[src/rtl/jk_bank_arbiter.sv]
// Four-requester arbiter sharing a bank of WIDTH JK flip-flops, one masked op per 2 cycles.
// Define JKARB_FIXED_PRIO_EN for fixed priority (requester 0 highest); default is round-robin.
module jk_bank_arbiter #(
    parameter int WIDTH = 8
) (
    input  logic               clk,
    input  logic               rst,
    input  logic [3:0]         req,
    input  logic [7:0]         op,
    input  logic [4*WIDTH-1:0] mask,
    output logic [3:0]         gnt,
    output logic [WIDTH-1:0]   q,
    output logic               busy
);

    // state   | meaning
    // S_IDLE  | waiting for a request; winner latched on the edge that leaves
    // S_APPLY | gnt pulse for the winner; bank updated on the edge that leaves

    typedef enum logic {S_IDLE, S_APPLY} state_t;

    state_t             r_state;
    logic [1:0]         r_ptr;
    logic [1:0]         r_win;
    logic [1:0]         r_op;
    logic [WIDTH-1:0]   r_mask;
    logic [WIDTH-1:0]   r_q;
    logic [3:0]         r_gnt;
    logic               r_busy;

    logic [1:0]         w_winner;
    logic [1:0]         w_op_sel;
    logic [WIDTH-1:0]   w_mask_sel;
    logic [WIDTH-1:0]   w_jk;
    logic [WIDTH-1:0]   w_q_nxt;
    logic [1:0]         w_ptr_nxt;

`ifdef JKARB_FIXED_PRIO_EN
    always_comb begin
        w_winner = 2'd0;
        for (int i = 3; i >= 0; i--) begin
            if (req[i]) w_winner = 2'(i);
        end
    end

    assign w_ptr_nxt = 2'd0;
`else
    logic [1:0] w_idx;
    logic       w_found;

    // Search upward from the pointer, wrapping modulo 4.
    always_comb begin
        w_winner = r_ptr;
        w_found  = 1'b0;
        w_idx    = r_ptr;
        for (int i = 0; i < 4; i++) begin
            w_idx = r_ptr + 2'(i);
            if (!w_found && req[w_idx]) begin
                w_winner = w_idx;
                w_found  = 1'b1;
            end
        end
    end

    assign w_ptr_nxt = r_win + 2'd1;
`endif

    always_comb begin
        w_op_sel   = 2'b00;
        w_mask_sel = '0;
        for (int i = 0; i < 4; i++) begin
            if (w_winner == 2'(i)) begin
                w_op_sel   = op[2*i +: 2];
                w_mask_sel = mask[i*WIDTH +: WIDTH];
            end
        end
    end

    // JK next state: Q+ = J&~Q | ~K&Q, with J = op[1], K = op[0].
    assign w_jk    = ({WIDTH{r_op[1]}} & ~r_q) | ({WIDTH{~r_op[0]}} & r_q);
    assign w_q_nxt = (r_mask & w_jk) | (~r_mask & r_q);

    always_ff @(posedge clk or negedge rst) begin
        if (!rst) begin
            r_state <= S_IDLE;
            r_ptr   <= 2'd0;
            r_win   <= 2'd0;
            r_op    <= 2'b00;
            r_mask  <= '0;
            r_q     <= '0;
            r_gnt   <= 4'b0000;
            r_busy  <= 1'b0;
        end else begin
            case (r_state)
                S_IDLE: begin
                    if (|req) begin
                        r_state <= S_APPLY;
                        r_win   <= w_winner;
                        r_op    <= w_op_sel;
                        r_mask  <= w_mask_sel;
                        r_gnt   <= 4'b0001 << w_winner;
                        r_busy  <= 1'b1;
                    end
                end
                S_APPLY: begin
                    r_state <= S_IDLE;
                    r_q     <= w_q_nxt;
                    r_ptr   <= w_ptr_nxt;
                    r_gnt   <= 4'b0000;
                    r_busy  <= 1'b0;
                end
                default: begin
                    r_state <= S_IDLE;
                    r_gnt   <= 4'b0000;
                    r_busy  <= 1'b0;
                end
            endcase
        end
    end

    assign gnt  = r_gnt;
    assign q    = r_q;
    assign busy = r_busy;

endmodule

[config.mk]
export PLATFORM = sky130hd
export DESIGN_NAME = jk_bank_arbiter
export DESIGN_NICKNAME = d
export VERILOG_FILES = /design/src/rtl/jk_bank_arbiter.sv
export SDC_FILE = /design/constraint.sdc
export NUM_CORES = 1
export LEC_CHECK = 0
export ABC_AREA = 1
export CAP_MARGIN = 20
export CORE_MARGIN = 1.5
export CORE_UTILIZATION = 25
export CTS_CLUSTER_DIAMETER = 200
export DETAILED_ROUTE_END_ITERATION = 7
export GPL_TIMING_DRIVEN = 1
export SLEW_MARGIN = 20
export SYNTH_ARGS = -nofsm -noshare
export SYNTH_HDL_FRONTEND = slang
export SYNTH_SLANG_ARGS = --single-unit
[constraint.sdc]
create_clock -name clk -period 2.3 [get_ports clk]
set_clock_uncertainty 0.15 [all_clocks]
set_input_delay 0.46 -clock clk [delete_from_list [all_inputs] [get_ports clk]]
set_output_delay 0.46 -clock clk [all_outputs]
set_load 0.03 [all_outputs]
==> metrics <==
CTS tree built; Die Wd 89.4 um; pre-CTS setup slack -0.419 ns; leakage between 1 and 1.5 nW; hold_ws 0.329 ns; sequential-to-total area share from yosys stat between 30% and 40%; CP max stage cell dfrtp_2; r2r startpoint r_ptr[0]; Skew-Pair Late Insertion Delay 0.27 ns; actual slew at the worst max-slew pin approximately 0.36 ns; Unique masters post-synth 32; R2R Path End r_op[1]; Hold Path Class reg2reg; grt ovf 0; fin crit period 2.18 ns; via-per-instance ratio approximately 4.5; slowest stage delay, CP ~0.50 ns; fillers ~760; total power 4.57 mW; Slew headroom 76.2%; predominant post-synthesis flop cell dfrtp_1; Hold Path Depth 1; worst-case clock buffer depth 2; DRC 0; Synth Area per Inst roughly 7.3 um^2; port bufs 58; delay-heaviest family, CP simple AND/OR/NAND/NOR gates; commonest non-fill, non-tap cells in the layout nand2_1 (88), clkdlybuf4s50_1 (54), nand3_1 (26), dfrtp_1 (26), buf_4 (20); Slew Viols, Final 0; Initial Util between 20% and 30%; Die Area 7990 um^2; asr flop ratio synth 100%; row cnt 31; Arr. time, crit path about 2.2 ns; #FFs+latches synth 28; Final Hold Viols 0; crit path capture type flip-flop; crit path cell chain buf_6 > nand2_1 > nand2_2 > nand2_2 > nand2_4 > nor2_4 > nand2_2 > nand3_2 > nand2_4 > inv_6 > nand3_2 > buf_4 > nand4_1 > nand2_1 > nand2_1; commonest non-fill, non-tap cell in the layout nand2_1; Placed Area between 2000 and 3000 um^2; Final period util 94.8%; Syn Inst Count 257; # clock sinks 28; # IOs 59; GP Congestion a little under 0.9; Fin Setup TNS 0 ns; initial antenna violation count 0; vias around 1,900; final setup fails 0; diode count 0; Area growth syn-to-layout 52.4%; worst vdd ir 0.589 mV; largest net degree at the start of global routing 29; H-Tree Depth 1; Post-Layout Cell Count 435; CTS root buf clkbuf_8; final setup margin 0.119 ns; startpoint types flip-flop; Post-synth EDFFs 0; P per Cell Area ~1600 nW/um^2; CTS Hold Buffers Added 0; initial DRC count between 100 and 150; clock-pin slew on the worst setup and hold paths 0.09 ns; r2r worst-path depth 15; Yosys Warn Count 0; Core ar. 7250 um^2; Max Cap Viol 0; hpwl dp between 4000 and 5000 um; Num CTS Buffers 3; Die Y-Extent around 89 um; Netlist Area Pre-Place 1870 um^2; 1st-pass router iterations 4; CP max FO 8; Post-Route WL 5370 um; fin area ~2800 um^2; required time of the critical path roughly 2.4 ns; Core Util, Final between 30% and 40%; Global Route Usage Sum a little over an eighth; Post-DRT Antenna Nets 0; DR WL/cell between 10 and 15 um; first-pass GRT wire length around 8300 um; Placed Instances 420; Synth Net Count about 300; kind of critical path reg2reg; Buf+Inv Stages, Crit Path 3; f_max around 460 MHz; # nets final 383; layout cell share with drive strength beyond 1 about a fifth; outcome finished clean; vias in the first global route 1,730; r2r setup slk roughly 0.12 ns
==> what timing repair did <==
item                                    CTS  global route
setup buffers                             0             6
endpoints found under the hold margin     0             0
cloned                                    0             5
endpoints found under the setup margin    4            12
pin swaps                                 0             8
gates resized for setup                   3            24
==> power breakdown <==
part | total (mW) | switching, mW | internal [mW]
registers | 0.906 | 0.182 | 0.724
clock network | 0.299 | 0.146 | 0.153
logic | 3.36 | 1.94 | 1.43
total | 4.57 | 2.27 | 2.30
==> cell type report <==
class	count	area [um^2]	area share (%)
multi-input cells	197	1060	37.4
repair buffers	82	795	27.9
flip-flops and latches	28	703	24.7
well taps	99	124	4.35
inverters	24	97.6	3.43
clock buffers	4	55.1	1.93
repair inverters	1	7.51	0.264
==> cells by family after synthesis <==
logic type	count (synthesis)	synth area share (%)
buf+inv	35	9.99
xor+xnor	1	0.469
compound gates	39	12.6
simple gates	154	39.4
flops	28	37.5
==> per-layer routing <==
metal	global-route usage, %	routed length (um)	up-vias	part of all wire, %
met5	0	0	-	0
met4	3.78	58	0	1.1
met3	0.739	201	4	3.7
met2	20.1	2420	46	45
met1	20.1	2680	881	50
li1	-	-	1013	-
==> Yosys cell counts (all sizes together), types with 2 or more instances <==
| library cell | number | area share [%] |
|---|---|---|
| nand3b | 4 | 1.6 |
| dfrtp | 28 | 38 |
| clkinv | 2 | 0.40 |
| nand3 | 32 | 10 |
| nand4 | 7 | 2.3 |
| clkbuf | 3 | 0.60 |
| nor2 | 8 | 2.1 |
| o31ai | 8 | 3.2 |
| inv | 22 | 4.7 |
| o21ai | 23 | 6.4 |
| a21oi | 6 | 2.0 |
| buf | 8 | 4.3 |
| nand2 | 101 | 22 |
==> worst max path at each step <==
stage	start	end	slack, ns	cells past startpoint
finish	r_ptr[0]	r_op[1]	0.12	15
global route	r_ptr[0]	r_op[1]	-0.04	15
CTS	req[1]	r_op[0]	0.03	14
detailed placement	req[1]	r_mask[7]	-0.42	14
global placement	req[0]	r_mask[1]	-0.40	15
floorplan	r_ptr[1]	r_mask[7]	0.30	18
No activity file was read; power rests on OpenSTA's default activity.
